### config.mk
export PLATFORM = sky130hd
export DESIGN_NAME = sha1_round_ctrl
export DESIGN_NICKNAME = d
export VERILOG_FILES = /design/src/rtl/sha1_pkg.sv /design/src/rtl/sha1_w_sched.sv /design/src/rtl/sha1_round_ctrl.sv
export SDC_FILE = /design/constraint.sdc
export NUM_CORES = 2
export LEC_CHECK = 0
export BUFFER_PORTS_ARGS = -buffer_cell sky130_fd_sc_hd__buf_4
export CORE_AREA = 2 2 405 407
export CTS_BUF_LIST = sky130_fd_sc_hd__clkbuf_16
export CTS_CLUSTER_DIAMETER = 120
export DETAILED_ROUTE_END_ITERATION = 8
export DIE_AREA = 0 0 407 409
export MAX_ROUTING_LAYER = met4
export SETUP_SLACK_MARGIN = 0.5
export SYNTH_ARGS = -nofsm -noshare
export SYNTH_HDL_FRONTEND = slang
export SYNTH_HIERARCHICAL = 1
export SYNTH_SLANG_ARGS = --single-unit
### constraint.sdc
create_clock -name clk -period 6.8 [get_ports clk]
set_input_delay 1.36 -clock clk [delete_from_list [all_inputs] [get_ports clk]]
set_output_delay 1.36 -clock clk [all_outputs]
set_load 0.05 [all_outputs]
### src/rtl/sha1_pkg.sv
// Shared SHA-1 constants and controller state encoding.
package sha1_pkg;

    localparam logic [31:0] H0 = 32'h67452301;
    localparam logic [31:0] H1 = 32'hEFCDAB89;
    localparam logic [31:0] H2 = 32'h98BADCFE;
    localparam logic [31:0] H3 = 32'h10325476;
    localparam logic [31:0] H4 = 32'hC3D2E1F0;
    localparam logic [159:0] IV = {H0, H1, H2, H3, H4};

    localparam int ROUNDS_DEF = 80;

    typedef enum logic [2:0] {
        IDLE,
        ISSUE,
        WAIT,
        FINAL,
        DONE
    } state_t;

endpackage

### src/rtl/sha1_w_sched.sv
// 16-word circular SHA-1 message schedule; wt is combinational for index j.
import sha1_pkg::*;

module sha1_w_sched (
    input  logic         clk,
    input  logic         rst_n,
    input  logic         load,
    input  logic [511:0] blk_data,
    input  logic         advance,
    input  logic [7:0]   j,
    output logic [31:0]  wt
);

    logic [31:0] sched_buf [16];
    logic [31:0] blk_word  [16];
    logic [3:0]  jl;
    logic [3:0]  idx_m3;
    logic [3:0]  idx_m8;
    logic [3:0]  idx_m14;
    logic [31:0] mix;

    genvar gi;
    generate
        for (gi = 0; gi < 16; gi++) begin : g_word
            assign blk_word[gi] = blk_data[511 - 32*gi -: 32];
        end
    endgenerate

    // Negative offsets wrap naturally in 4-bit arithmetic.
    assign jl      = j[3:0];
    assign idx_m3  = jl + 4'd13;
    assign idx_m8  = jl + 4'd8;
    assign idx_m14 = jl + 4'd2;
    assign mix     = sched_buf[idx_m3] ^ sched_buf[idx_m8] ^ sched_buf[idx_m14] ^ sched_buf[jl];
    assign wt      = (j < 8'd16) ? sched_buf[jl] : {mix[30:0], mix[31]};

    always_ff @(posedge clk) begin
        if (!rst_n) begin
            for (int i = 0; i < 16; i++) sched_buf[i] <= '0;
        end else if (load) begin
            for (int i = 0; i < 16; i++) sched_buf[i] <= blk_word[i];
        end else if (advance && j >= 8'd16) begin
            sched_buf[jl] <= wt;
        end
    end

endmodule

### src/rtl/sha1_round_ctrl.sv
// SHA-1 block controller: issues ROUNDS rounds to an external round unit and
// folds the result into the chaining value H.
import sha1_pkg::*;

module sha1_round_ctrl #(
    parameter int ROUNDS = ROUNDS_DEF
) (
    input  logic         clk,
    input  logic         rst_n,
    input  logic         blk_valid,
    output logic         blk_ready,
    input  logic [511:0] blk_data,
    input  logic         blk_first,
    output logic         rnd_valid,
    output logic [159:0] rnd_din,
    output logic [31:0]  rnd_w,
    output logic [7:0]   rnd_num,
    input  logic [159:0] rnd_dout,
    input  logic         rnd_ready,
    output logic         dig_valid,
    output logic [159:0] dig_data,
    output logic         busy
);

    state_t        state_reg;
    logic [7:0]    t_reg;
    logic [159:0]  h_reg;
    logic [159:0]  abcde_reg;
    logic [159:0]  h_sum;
    logic          blk_ready_reg;
    logic          rnd_valid_reg;
    logic [159:0]  rnd_din_reg;
    logic [7:0]    rnd_num_reg;
    logic          dig_valid_reg;
    logic          busy_reg;
    logic [31:0]   wt;
    logic          sched_load;
    logic          sched_advance;

    assign sched_load    = (state_reg == IDLE) && blk_valid;
    assign sched_advance = (state_reg == ISSUE);

    sha1_w_sched u_sched (
        .clk      (clk),
        .rst_n    (rst_n),
        .load     (sched_load),
        .blk_data (blk_data),
        .advance  (sched_advance),
        .j        (t_reg - 8'd1),
        .wt       (wt)
    );

    genvar gi;
    generate
        for (gi = 0; gi < 5; gi++) begin : g_sum
            assign h_sum[159 - 32*gi -: 32] = h_reg[159 - 32*gi -: 32] + abcde_reg[159 - 32*gi -: 32];
        end
    endgenerate

    always_ff @(posedge clk) begin
        if (!rst_n) begin
            state_reg     <= IDLE;
            t_reg         <= '0;
            h_reg         <= IV;
            abcde_reg     <= '0;
            blk_ready_reg <= 1'b1;
            rnd_valid_reg <= 1'b0;
            rnd_din_reg   <= '0;
            rnd_num_reg   <= '0;
            dig_valid_reg <= 1'b0;
            busy_reg      <= 1'b0;
        end else begin
            rnd_valid_reg <= 1'b0;
            dig_valid_reg <= 1'b0;
            case (state_reg)
                IDLE: begin
                    if (blk_valid) begin
                        if (blk_first) h_reg <= IV;
                        abcde_reg     <= blk_first ? IV : h_reg;
                        rnd_din_reg   <= blk_first ? IV : h_reg;
                        t_reg         <= 8'd1;
                        rnd_num_reg   <= 8'd1;
                        rnd_valid_reg <= 1'b1;
                        blk_ready_reg <= 1'b0;
                        busy_reg      <= 1'b1;
                        state_reg     <= ISSUE;
                    end
                end
                ISSUE: state_reg <= WAIT;
                WAIT: begin
                    if (rnd_ready) begin
                        abcde_reg <= rnd_dout;
                        if (t_reg == 8'(ROUNDS)) begin
                            state_reg <= FINAL;
                        end else begin
                            t_reg         <= t_reg + 8'd1;
                            rnd_num_reg   <= t_reg + 8'd1;
                            rnd_din_reg   <= rnd_dout;
                            rnd_valid_reg <= 1'b1;
                            state_reg     <= ISSUE;
                        end
                    end
                end
                FINAL: begin
                    h_reg         <= h_sum;
                    dig_valid_reg <= 1'b1;
                    state_reg     <= DONE;
                end
                DONE: begin
                    blk_ready_reg <= 1'b1;
                    busy_reg      <= 1'b0;
                    state_reg     <= IDLE;
                end
                default: state_reg <= IDLE;
            endcase
        end
    end

    // The schedule word is only meaningful alongside the issue strobe.
    assign rnd_w     = (state_reg == ISSUE) ? wt : '0;
    assign blk_ready = blk_ready_reg;
    assign rnd_valid = rnd_valid_reg;
    assign rnd_din   = rnd_din_reg;
    assign rnd_num   = rnd_num_reg;
    assign dig_valid = dig_valid_reg;
    assign dig_data  = h_reg;
    assign busy      = busy_reg;

endmodule

==> run metrics <==
status completed; DRT antenna net count 0; root buffer cell clkbuf_16; Leak 0.0324 µW; Biggest register u_sched/sched_buf; I/O pin count 1041; DR vias 55.6k; DR pass1 iterations 6; synthesized area 0.0617 mm²; post-synthesis sequential area ratio 41.0%; # Max-Cap Violations 0; RSZ-0062 raised after global routing yes; drt drc 0; Layout fillers 15.1k; Buf/Inv on CP 7; setup tns final 0 ns; antenna violations before repair 31; PD cells 310 mW/mm²; layout cells sized above 1 29.4%; Mapped Nets 6658; die width 407 µm; endpoint class of the critical path output port; fin. max-slew vios 0; Max stage delay on crit path 0.55 ns; vias in the first global route 52.8k; worst slack at placement 0.678 ns; CTS tree built; area growth from synthesis to layout 23.6%; Hold WC Path Type reg2reg; worst-path fanout max 11; CTS Sinks 1007; final core utilization 47.1%; global-route wire length before repair 403000 µm; total wire length 290000 µm; Clock Latency Late Sink 0.79 ns; Final Setup Violations 0; gr ovfl total 0; Max Buffers Root-to-Sink 3; count of cell types in the netlist 84; final non-filler cell total 8965; number of flip-flops in the largest register 512; GRT Total Usage 34.7%; FF+latch count, synth 1007; top_reg_cell synth edfxtp_1; initial core utilization 38.1%; top cell type's share of synthesized area 24.9%; die footprint 0.166 mm²; clock period minus worst slack 6.21 ns; worst vdd ir 292 µV; NumNets Final 7510; final hold viol count 0; largest area contributor in the netlist edfxtp_1; Buffers on Ports 1040; CP delay by family, top buffers and inverters; Max Clock Skew 0.0819 ns; FFs w/ async S/R, synth 0%; largest cells by area after synthesis edfxtp_1 25%, dfxtp_1 16%, mux4_2 15%; die span in y 409 µm; Worst Max-Slew Pin Slew 1.28 ns; setup ws final 0.590 ns; H-tree depth 3; Num CTS Buffers 116; YS warnings 6; design area 0.0762 mm²; row count 148; Mean Syn Cell Area 10.6 µm²; Placer Congestion 1.05; Slew headroom 14.6%; Hold-fix buffers, CTS 0; count leader, synth nand2_1; critical path launch point type flop; routed vias/inst 6.20; DRT iter0 DRCs 6594; critical path cell sequence inv_8 -> ha_1 -> inv_6 -> inv_4 -> ha_4 -> buf_12 -> buf_4 -> buf_6 -> mux4_2 -> mux4_2 -> xnor2_2 -> xnor2_2 -> nor2_1 -> a21oi_1 -> and2_2 -> buf_4; EDFF count, synth 512; CORE AREA 0.162 mm²; DP Area 0.0719 mm²; wire per inst 32.3 µm; final worst-path cycle share 91.3%; dpl cells 8706; Worst-path clk slew 0.06 ns; Max Fclk 0.161 GHz; Crit Path Class reg2out; Critical Path Slowest Stage Cell mux4_2; Cells after Synth 5812; Crit path required time 5.44 ns; most frequent cells after synthesis 1071 x nand2_1, 512 x edfxtp_1, 495 x dfxtp_1; largest net degree at the start of global routing 134; post-DP HPWL 215000 µm; Critical Path AT 4.85 ns
stage by stage:
stage	hold slack (ns)	power [µW]
floorplan	0.445	13100
global placement	0.448	16700
detailed placement	0.452	16700
CTS	0.466	23400
global route	0.487	24200
finish	0.461	23600
cells by family (layout without fill, tap and decap cells):
| family | Yosys count | count (layout) | synth area share [%] |
|---|---|---|---|
| flip-flops | 1007 | 1007 | 41.0 |
| adder cells (fa/ha/maj) | 169 | 169 | 3.49 |
| AO/OA/AOI/OAI | 1660 | 1660 | 18.4 |
| multiplexers | 555 | 555 | 17.5 |
| buffers and inverters | 528 | 1475 | 3.96 |
| AND/OR/NAND/NOR | 1649 | 1649 | 11.5 |
| other | 0 | 31 | 0 |
| XOR/XNOR | 244 | 244 | 4.06 |
cells in the final DEF (no fill, tap or decap), drive strengths merged, types with 16 or more instances in the layout:
cell type	Yosys	layout
a211oi	19	19
a21boi	186	186
a21o	79	79
a21oi	276	276
a22o	272	272
a31oi	19	19
and2	59	59
and3	17	17
buf	133	1212
clkbuf	346	116
clkinv	0	55
dfxtp	495	495
diode	0	31
edfxtp	512	512
ha	164	164
inv	49	72
mux2	17	17
mux2i	121	121
mux4	417	417
nand2	1071	1071
nand2b	20	20
nand3	78	78
nand4	18	18
nor2	196	196
nor2b	18	18
nor3	51	51
nor3b	85	85
o211a	161	161
o211ai	19	19
o21a	16	16
o21ai	503	503
o21bai	21	21
xnor2	151	151
xor2	93	93
where the power goes:
group          switching [µW]  internal [µW]  leakage (µW)
logic                    6040           3550        0.0209
registers                 598           6990       0.00957
clock network            2850           3580       0.00192
area by class of cell:
class | count | area (µm²) | area share (%)
multi-input combinational | 4277 | 34700 | 45.5
sequential | 1007 | 25300 | 33.2
timing repair buffer | 1213 | 9480 | 12.4
clock buffer | 116 | 2900 | 3.81
tap | 2175 | 2720 | 3.57
clock inverter | 97 | 917 | 1.20
inverter | 49 | 199 | 0.261
antenna | 31 | 77.6 | 0.102
timing repair:
| action | 4_1_cts | 5_1_grt |
|---|---|---|
| setup buffers | 12 | 2 |
| setup endpoints to repair | 31 | 17 |
| resized for setup | 29 | 14 |
| pin swaps | 4 | 2 |
| hold endpoints to repair | 0 | 0 |
| gates cloned | 1 | 0 |
per-layer routing:
metal,vias up,global-route usage [%],wire length [µm]
met2,3658,50.9,128000
met1,27800,42.6,107000
met5,-,-,0
li1,23600,-,-
met4,0,18.4,18000
met3,599,10.7,36900
path summary, 6_finish.rpt:
kind,from,slack [ns],to,cells past startpoint
worst max register to register,rnd_num[2]$_SDFFE_PN0P_,2.10,u_sched/sched_buf[14][17]$_DFFE_PP_,10
worst max-delay path,rnd_num[0]$_SDFFE_PN0P_,0.59,rnd_w[23],16
worst min-delay path,blk_ready$_SDFFE_PN1P_,0.46,blk_ready$_SDFFE_PN1P_,1
worst min register to register,blk_ready$_SDFFE_PN1P_,0.46,blk_ready$_SDFFE_PN1P_,1
Power figures use the tool's default switching activity.
